### src/rtl/disp_sched_pkg.sv
// ============================================================================
//  Module      : disp_sched_pkg
//  Description : Shared state encoding and defaults for the display scheduler.
//  Revision    : 1.0 - initial release
// ============================================================================
`default_nettype none

package disp_sched_pkg;

    typedef enum logic [1:0] {
        ST_AUTO   = 2'd0,
        ST_MANUAL = 2'd1,
        ST_OVR    = 2'd2
    } disp_state_t;

    localparam int DB_CYCLES_DEF = 1_000_000;

endpackage

`default_nettype wire

### src/rtl/disp_sched_btn_debounce.sv
// ============================================================================
//  Module      : btn_debounce
//  Description : Button synchroniser, optional stability filter and rising-
//                edge pulse. Filter enabled by DISP_SCHED_DEBOUNCE_EN.
//  Revision    : 1.0 - initial release
// ============================================================================
`default_nettype none

module btn_debounce
    import disp_sched_pkg::*;
#(
    parameter int DB_CYCLES = DB_CYCLES_DEF
) (
    input  logic clk,
    input  logic rstn,
    input  logic btn,
    output logic btn_evt
);

`ifdef DISP_SCHED_DEBOUNCE_EN
    localparam bit c_DB_EN = 1'b1;
`else
    localparam bit c_DB_EN = 1'b0;
`endif

    logic r_sync1;
    logic r_sync2;
    logic r_level_d;
    logic r_evt;
    logic w_level;

    always_ff @(posedge clk or negedge rstn) begin
        if (!rstn) begin
            r_sync1 <= 1'b0;
            r_sync2 <= 1'b0;
        end else begin
            r_sync1 <= btn;
            r_sync2 <= r_sync1;
        end
    end

    generate
        if (c_DB_EN) begin : g_debounce
            localparam int c_CW = $clog2(DB_CYCLES + 1);
            localparam logic [c_CW-1:0] c_CNT_LAST = c_CW'(DB_CYCLES - 1);

            logic [c_CW-1:0] r_db_cnt;
            logic            r_db_level;

            // Any return to the accepted level restarts the stability count.
            always_ff @(posedge clk or negedge rstn) begin
                if (!rstn) begin
                    r_db_cnt   <= '0;
                    r_db_level <= 1'b0;
                end else if (r_sync2 == r_db_level) begin
                    r_db_cnt   <= '0;
                end else if (r_db_cnt == c_CNT_LAST) begin
                    r_db_cnt   <= '0;
                    r_db_level <= r_sync2;
                end else begin
                    r_db_cnt   <= r_db_cnt + 1'b1;
                end
            end

            assign w_level = r_db_level;
        end else begin : g_passthru
            assign w_level = r_sync2;
        end
    endgenerate

    always_ff @(posedge clk or negedge rstn) begin
        if (!rstn) begin
            r_level_d <= 1'b0;
            r_evt     <= 1'b0;
        end else begin
            r_level_d <= w_level;
            r_evt     <= w_level & ~r_level_d;
        end
    end

    assign btn_evt = r_evt;

endmodule

`default_nettype wire

### src/rtl/disp_sched.sv
// ============================================================================
//  Module      : disp_sched
//  Description : Time-shares the seven-segment driver between NSRC sources
//                (auto rotation, manual button, alert override). Button
//                debounce enabled by DISP_SCHED_DEBOUNCE_EN.
//  Revision    : 1.0 - initial release
// ============================================================================
`default_nettype none

module disp_sched
    import disp_sched_pkg::*;
#(
    parameter int NSRC      = 3,
    parameter int DWELL     = 5,
    parameter int DIGITS    = 6,
    parameter int DB_CYCLES = DB_CYCLES_DEF
) (
    input  logic                     clk,
    input  logic                     rstn,
    input  logic                     tick,
    input  logic                     btn,
    input  logic                     auto_en,
    input  logic [NSRC-1:0]          req,
    input  logic [NSRC*DIGITS*8-1:0] src_data,
    input  logic [NSRC*DIGITS-1:0]   src_ctl,
    output logic [DIGITS*8-1:0]      seg_data,
    output logic [DIGITS-1:0]        seg_ctl,
    output logic [$clog2(NSRC)-1:0]  cur_src,
    output logic                     switched
);

    localparam int c_SW = $clog2(NSRC);
    localparam int c_DW = (DWELL > 1) ? $clog2(DWELL) : 1;
    localparam int c_FW = DIGITS * 8;
    localparam logic [c_SW-1:0] c_LAST       = c_SW'(NSRC - 1);
    localparam logic [c_DW-1:0] c_DWELL_LAST = c_DW'(DWELL - 1);

    disp_state_t     r_state, w_state_nxt;
    logic [c_SW-1:0] r_cur_src, w_src_nxt;
    logic [c_SW-1:0] r_saved, w_saved_nxt;
    logic [c_SW-1:0] w_req_idx, w_src_inc;
    logic [c_DW-1:0] r_dwell, w_dwell_nxt;
    logic            r_switched;
    logic            w_req_any;
    logic            w_btn_evt;
    logic [c_FW-1:0]   r_seg_data;
    logic [DIGITS-1:0] r_seg_ctl;
    logic [c_FW-1:0]   w_frame [NSRC];
    logic [DIGITS-1:0] w_ctl   [NSRC];

    btn_debounce #(
        .DB_CYCLES (DB_CYCLES)
    ) u_btn (
        .clk     (clk),
        .rstn    (rstn),
        .btn     (btn),
        .btn_evt (w_btn_evt)
    );

    generate
        for (genvar gi = 0; gi < NSRC; gi++) begin : g_frame
            assign w_frame[gi] = src_data[gi*c_FW +: c_FW];
            assign w_ctl[gi]   = src_ctl[gi*DIGITS +: DIGITS];
        end
    endgenerate

    // Lowest-index request wins; scanning downward leaves the lowest hit last.
    always_comb begin
        w_req_idx = '0;
        for (int i = NSRC - 1; i >= 0; i--) begin
            if (req[i]) w_req_idx = c_SW'(i);
        end
    end

    assign w_req_any = |req;
    assign w_src_inc = (r_cur_src == c_LAST) ? '0 : r_cur_src + 1'b1;

    always_comb begin
        w_state_nxt = r_state;
        w_src_nxt   = r_cur_src;
        w_saved_nxt = r_saved;
        w_dwell_nxt = r_dwell;
        case (r_state)
            ST_AUTO, ST_MANUAL: begin
                if (w_req_any) begin
                    w_state_nxt = ST_OVR;
                    w_saved_nxt = r_cur_src;
                    w_src_nxt   = w_req_idx;
                end else begin
                    if (w_btn_evt) begin
                        w_src_nxt   = w_src_inc;
                        w_dwell_nxt = '0;
                    end else if (r_state == ST_AUTO && auto_en && tick) begin
                        if (r_dwell == c_DWELL_LAST) begin
                            w_src_nxt   = w_src_inc;
                            w_dwell_nxt = '0;
                        end else begin
                            w_dwell_nxt = r_dwell + 1'b1;
                        end
                    end
                    if (r_state == ST_AUTO && !auto_en) begin
                        w_state_nxt = ST_MANUAL;
                        w_dwell_nxt = '0;
                    end else if (r_state == ST_MANUAL && auto_en) begin
                        w_state_nxt = ST_AUTO;
                        w_dwell_nxt = '0;
                    end
                end
            end
            ST_OVR: begin
                if (w_req_any) begin
                    w_src_nxt = w_req_idx;
                end else begin
                    w_src_nxt   = r_saved;
                    w_dwell_nxt = '0;
                    w_state_nxt = auto_en ? ST_AUTO : ST_MANUAL;
                end
            end
            default: begin
                w_state_nxt = ST_MANUAL;
                w_src_nxt   = '0;
                w_dwell_nxt = '0;
            end
        endcase
    end

    always_ff @(posedge clk or negedge rstn) begin
        if (!rstn) begin
            r_state    <= ST_MANUAL;
            r_cur_src  <= '0;
            r_saved    <= '0;
            r_dwell    <= '0;
            r_switched <= 1'b0;
            r_seg_data <= '0;
            r_seg_ctl  <= '0;
        end else begin
            r_state    <= w_state_nxt;
            r_cur_src  <= w_src_nxt;
            r_saved    <= w_saved_nxt;
            r_dwell    <= w_dwell_nxt;
            r_switched <= (w_src_nxt != r_cur_src);
            r_seg_data <= w_frame[r_cur_src];
            r_seg_ctl  <= w_ctl[r_cur_src];
        end
    end

    assign cur_src  = r_cur_src;
    assign switched = r_switched;
    assign seg_data = r_seg_data;
    assign seg_ctl  = r_seg_ctl;

endmodule

`default_nettype wire

### config.mk
export PLATFORM = sky130hd
export DESIGN_NAME = disp_sched
export DESIGN_NICKNAME = d
export VERILOG_FILES = /design/src/rtl/disp_sched_pkg.sv /design/src/rtl/disp_sched_btn_debounce.sv /design/src/rtl/disp_sched.sv
export SDC_FILE = /design/constraint.sdc
export NUM_CORES = 1
export LEC_CHECK = 0
export CAP_MARGIN = 30
export CORE_MARGIN = 2
export CORE_UTILIZATION = 36
export CTS_CLUSTER_DIAMETER = 50
export DETAILED_ROUTE_END_ITERATION = 10
export MAX_ROUTING_LAYER = met4
export PLACE_DENSITY = 0.9
export SETUP_SLACK_MARGIN = 0.3
export SLEW_MARGIN = 20
export SYNTH_ARGS = -nofsm -noshare
export SYNTH_HDL_FRONTEND = slang
export SYNTH_SLANG_ARGS = --single-unit
export TNS_END_PERCENT = 30
### constraint.sdc
create_clock -name clk -period 1.7 [get_ports clk]
set_input_delay 0.51 -clock clk [delete_from_list [all_inputs] [get_ports clk]]
set_output_delay 0.51 -clock clk [all_outputs]
set_load 0.05 [all_outputs]
==> results of run 1 <==
==> worst max-delay path by stage <==
| stage | from | endpoint | slack (ns) | depth (start not counted) |
|---|---|---|---|---|
| finish | r_dwell[0] | switched | 0.06 | 7 |
| global route | r_dwell[0] | switched | -0.006 | 7 |
| CTS | r_state[0] | switched | 0.15 | 5 |
| detailed placement | req[1] | switched | -0.43 | 4 |
| global placement | req[1] | r_dwell[2] | -0.34 | 5 |
| floorplan | r_dwell[0] | cur_src[1] | 0.21 | 6 |
==> Yosys cell counts, types with 2 or more instances <==
master	instances	area, µm²
dfrtp_1	67	1680
o21ai_0	59	295
mux2i_1	57	571
nand2_1	56	210
clkbuf_1	11	41.3
buf_2	9	45.0
inv_1	7	26.3
nor2_1	5	18.8
nand4_1	3	18.8
a21oi_1	2	10.0
ha_1	2	25.0
mux2_2	2	22.5
nand2b_1	2	12.5
nor2_2	2	12.5
nor2b_1	2	12.5
nor3b_1	2	15.0
o31a_1	2	17.5
==> layout make-up <==
type,instances,area (µm²),share of cell area
clock buffers,12,155,0.0230
clock inverters,4,47.5,0.00704
inverters,7,26.3,0.00389
multi-input cells,221,1530,0.226
flip-flops and latches,68,1710,0.253
well taps,108,135,0.0200
repair buffers,258,3160,0.468
==> stage by stage <==
stage          setup TNS (ns)  total power, mW
6_report                    0             7.54
5_1_grt              -0.00641             7.84
4_1_cts                     0             7.50
3_5_place_dp            -2.80             6.00
3_3_place_gp            -2.15             5.88
2_1_floorplan               0             3.91
==> metal layers <==
layer	routed length (µm)	vias to the layer above
li1	-	1607
met1	4470	1666
met2	6820	179
met3	728	36
met4	395	0
met5	0	-
==> state kept, by name, indices dropped and copies added (netlist names) <==
| signal | cells |
|---|---|
| switched | 1 |
| seg_ctl | 6 |
| u_btn.btn_evt | 1 |
| r_state | 2 |
| cur_src | 2 |
| u_btn.r_sync2 | 1 |
| r_saved | 2 |
| u_btn.r_level_d | 1 |
| r_dwell | 3 |
| u_btn.r_sync1 | 1 |
| seg_data | 48 |
==> power by group <==
part / switching (mW) / total (mW) / internal (mW)
logic: 1.92 / 3.93 / 2.01
registers: 0.298 / 2.25 / 1.95
clock network: 0.602 / 1.36 / 0.754
total: 2.82 / 7.54 / 4.72
==> critical path, delay by kind of cell, from the launching register on <==
family	cells	cell delay, ns
buffers and inverters	2	0.21
and+or+nand+nor	1	0.10
DFF	1	0.38
adders and majority gates	1	0.16
AOI/OAI and AO/OA	3	0.63
==> layout by cell type, fill, tap and decap left out, types with 2 or more instances in the layout <==
master,n
nand4_1,3
o21ai_1,5
o21ai_0,53
buf_6,4
mux2i_1,57
nor3b_1,2
clkinv_2,2
buf_12,59
a21oi_1,2
dlygate4sd2_1,2
inv_1,5
clkbuf_8,11
nor2b_1,2
o31a_1,2
a21oi_4,2
clkdlybuf4s15_1,2
mux2_2,2
clkdlybuf4s50_1,163
inv_2,2
nand2_1,56
nor2_2,3
buf_4,23
nor2_1,3
dfrtp_1,65
==> timing repair <==
item | in CTS | in global routing
setup endpoints to repair | 82 | 90
gates cloned | 1 | 0
gates resized for setup | 22 | 17
pin swaps | 12 | 6
endpoints found under the hold margin | 0 | 0
setup buffers | 10 | 4
==> cells by family (layout without fill, tap and decap cells) <==
| group | count (synthesis) | after routing | synth area share |
|---|---|---|---|
| and+or+nand+nor | 81 | 81 | 0.116 |
| xor gates and xnor gates | 1 | 1 | 0.00267 |
| adders and majority gates | 2 | 2 | 0.00761 |
| AOI/OAI and AO/OA | 78 | 78 | 0.139 |
| buffers and inverters | 28 | 281 | 0.0365 |
| muxes | 59 | 59 | 0.180 |
| DFF | 68 | 68 | 0.518 |
==> impl_metrics.tcl, run 1 <==
set metrics [dict create \
    post-route-period-util 0.965 \
    period_needed_ns 1.64 \
    crit_chain "inv_2, ha_4, nand4_1, buf_4, o21ai_2, a222oi_1, o2111ai_2" \
    final-hold-violation-count 0 \
    drcViolationCount 0 \
    final.setup_skew_ns 0.00997 \
    met1_usage 0.272 \
    utilization 0.767 \
    dpl_cell_area_um2 6320 \
    synth_ff_type "dfrtp_1" \
    ys_seq_area_frac 0.518 \
    place_ws_ns -0.428 \
    grt_util_all_layers 0.252 \
    die_area_um2 9910 \
    num_antenna_cells 0 \
    synth_cells 317 \
    dp_hpwl_um 9190 \
    ys_types 44 \
    dr.pass1.iters 4 \
    grt.met2_usage 0.455 \
    outcome "completed" \
    die_x_um 99.6 \
    syn_area_per_cell_um2 10.4 \
    cts_sinks 68 \
    die_h_um 99.6 \
    num_io_pins 227 \
    reg2reg_depth 7 \
    viasPerCell 5.14 \
    hp-class "input port to async pin" \
    clk_latency_ns 0.34 \
    clock_path_buffers 2 \
    cts_root_buf "clkbuf_8" \
    slowest_stage "a222oi_1" \
    grt_antenna_before_repair 0 \
    vdd_drop_max_v 0.000784 \
    path_max_fanout 2 \
    slowest_delay_ns 0.40 \
    r2r_end "switched" \
    drt-initial-drc-count 136 \
    rrSetupSlack_ns 0.06 \
    synth_enable_flop_cells 0 \
    core_um2 8810 \
    synthArstFlopShare 1.00 \
    numCtsBuffers 9 \
    gp_congestion 0.912 \
    p_leak_nw 2.80 \
    tightest_slew_ns 0.385 \
    routedWlPerCell_um 18.3 \
    numPortBuffers 226 \
    slew_violations 0 \
    syn_nets 489 \
    met3_usage 0.0520 \
    fin_ws_ns 0.0588 \
    via_count 3488 \
    grt_max_degree 69 \
    worst_hold_slack_ns 0.172 \
    slew_headroom 0.743 \
    grt_pass1_wl_um 18800 \
    path_clk_slew_ns 0.08 \
    nFillCells 547 \
    ant_nets 0 \
    power_density_nw_per_um2 1120 \
    cts_max_level 3 \
    critical_path_class "register to register" \
    syn_area_um2 3290 \
    grt_overflow_total 0 \
    r2r-start "r_dwell[0]" \
    yosysWarnings 0 \
    grt_pass1_vias 3690 \
    rsz0062_at_grt "yes" \
    grt-busiest-layer "met2" \
    critPathLaunchType "register" \
    synth_seq_cells 68 \
    cp.required_ns 1.88 \
    cts_tree "done" \
    cts_hold_buf 0 \
    maxCapViolCount 0 \
    final_area_um2 6760 \
    area_growth_pct 106 \
    dp_cells 647 \
    fmax_mhz 609 \
    routed_wl_um 12400 \
    setup-violations-final 0 \
    fin_cells 678 \
    initial_core_util 0.373 \
    fin_nets 737 \
    drive_gt1_frac 0.226 \
    crit_path_end_kind "register" \
    placementRows 34 \
    critPathArrivalTime_ns 1.82 \
]
(Power assumes the default switching activity.)
==> run 2, diff against run 1 <==
CORE_MARGIN = 4   (was 2)
==> run 2 against run 1 <==
Net effect:
- hold slack improved by 0.027 ns
- final area increased by 0.37%
- register-to-register slack improved by 0.04 ns
- critical path type unchanged
- clock skew decreased by 0.0054 ns
- largest cell class unchanged
==> impl_metrics.tcl, run 2 (synthesis results as in run 1) <==
set metrics [dict create \
    period_needed_ns 1.60 \
    cts_max_level 3 \
    worst_hold_slack_ns 0.200 \
    grt_max_degree 69 \
    via_count 3473 \
    grt_pass1_vias 3733 \
    grt_util_all_layers 0.241 \
    critPathArrivalTime_ns 1.83 \
    routedWlPerCell_um 18.7 \
    cp.required_ns 1.93 \
    drt-initial-drc-count 121 \
    routed_wl_um 12900 \
    cts_hold_buf 0 \
    grt_overflow_total 0 \
    total_power_mw 7.49 \
    slowest_delay_ns 0.40 \
    area_growth_pct 106 \
    critPathLaunchType "register" \
    p_leak_nw 2.82 \
    die_h_um 104 \
    power_density_nw_per_um2 1100 \
    viasPerCell 5.05 \
    ant_nets 0 \
    fin_nets 747 \
    vdd_drop_max_v 0.000551 \
    critical_path_class "register to register" \
    route.met3.wl_um 838 \
    maxCapViolCount 0 \
    dpl_cell_area_um2 6350 \
    final-hold-violation-count 0 \
    grt_antenna_before_repair 0 \
    cts_sinks 68 \
    die_x_um 104 \
    path_clk_slew_ns 0.07 \
    wl_met2_um 7180 \
    met1_length_um 4510 \
    slew_violations 0 \
    highest_layer "met4" \
    dp_cells 649 \
    fin_cells 688 \
    fmax_mhz 625 \
    num_antenna_cells 0 \
    setup_tns_ns 0 \
    final_area_um2 6780 \
    path_max_fanout 2 \
    dr.pass1.iters 6 \
    setup-violations-final 0 \
    post-route-period-util 0.941 \
    hp-class "input port to async pin" \
    clock_path_buffers 2 \
    num_io_pins 227 \
    final.setup_skew_ns 0.00458 \
    cts_root_buf "clkbuf_8" \
    outcome "completed" \
    utilization 0.770 \
    rsz0062_at_grt "yes" \
    fin_ws_ns 0.100 \
    layout_common_cells "clkdlybuf4s50_1, dfrtp_1, buf_12" \
    placementRows 34 \
    drive_gt1_frac 0.234 \
    crit_path_end_kind "register" \
    gp_congestion 0.829 \
    place_ws_ns -0.402 \
    die_area_um2 10700 \
    drcViolationCount 0 \
    cts_tree "done" \
    layout_commonest_cell "clkdlybuf4s50_1" \
    grt_pass1_wl_um 20100 \
    core_um2 8810 \
    numCtsBuffers 9 \
    dp_hpwl_um 9640 \
    slowest_stage "dfrtp_1" \
    crit_chain "inv_2, ha_4, nand4_1, o31a_1, mux2i_2, a221oi_2" \
    initial_core_util 0.373 \
    numPortBuffers 226 \
    slew_headroom 0.735 \
    largest_reg_flops 48 \
    tightest_slew_ns 0.397 \
    clk_latency_ns 0.33 \
]
==> run 2: what timing repair did <==
action	4_1_cts	5_1_grt
setup buffers	20	2
gates resized for setup	15	16
cloned	0	1
pin swaps	10	3
setup endpoints to repair	73	94
==> run 2: path summary, 6_finish.rpt <==
path / startpoint / to / slack [ns] / cells past startpoint
setup / recovery: r_dwell[0] / cur_src[1] / 0.1 / 6
hold / removal: rstn / r_dwell[2] / 0.20 / 2
setup reg to reg: r_dwell[0] / cur_src[1] / 0.1 / 6
hold reg to reg: u_btn.r_sync1 / u_btn.r_sync2 / 0.36 / 0
max in group asynchronous: rstn / r_state[0] / 1.18 / 2
min in group clk: u_btn.r_sync1 / u_btn.r_sync2 / 0.36 / 0
==> run 2: per-layer routing <==
layer	vias to the layer above	global-route usage
met3	24	0.0597
met5	-	-
met2	162	0.446
li1	1623	-
met1	1664	0.254
met4	0	0.0722
==> run 2: area by class of cell <==
type,count,area [µm²]
Timing Repair Buffer,268,3210
Fill cell,546,2020
Clock buffer,14,143
Clock inverter,2,35.0
Multi-Input combinational cell,221,1530
Tap cell,108,135
Inverter,7,26.3
Sequential cell,68,1710
==> run 2: power by group <==
group | internal [mW] | leakage, nW | switching [mW] | total [mW]
clock | 0.680 | 0.0887 | 0.565 | 1.25
sequential | 1.96 | 0.812 | 0.289 | 2.24
combinational | 2.05 | 1.92 | 1.95 | 4.00
total | 4.69 | 2.82 | 2.80 | 7.49
==> run 2: critical path, delay by kind of cell (launching register included) <==
| family | cells | cell delay (ns) |
|---|---|---|
| multiplexers | 1 | 0.18 |
| buffers and inverters | 1 | 0.09 |
| AO/OA/AOI/OAI | 2 | 0.58 |
| adder cells (fa/ha/maj) | 1 | 0.14 |
| AND/OR/NAND/NOR | 1 | 0.11 |
| flip-flops | 1 | 0.40 |
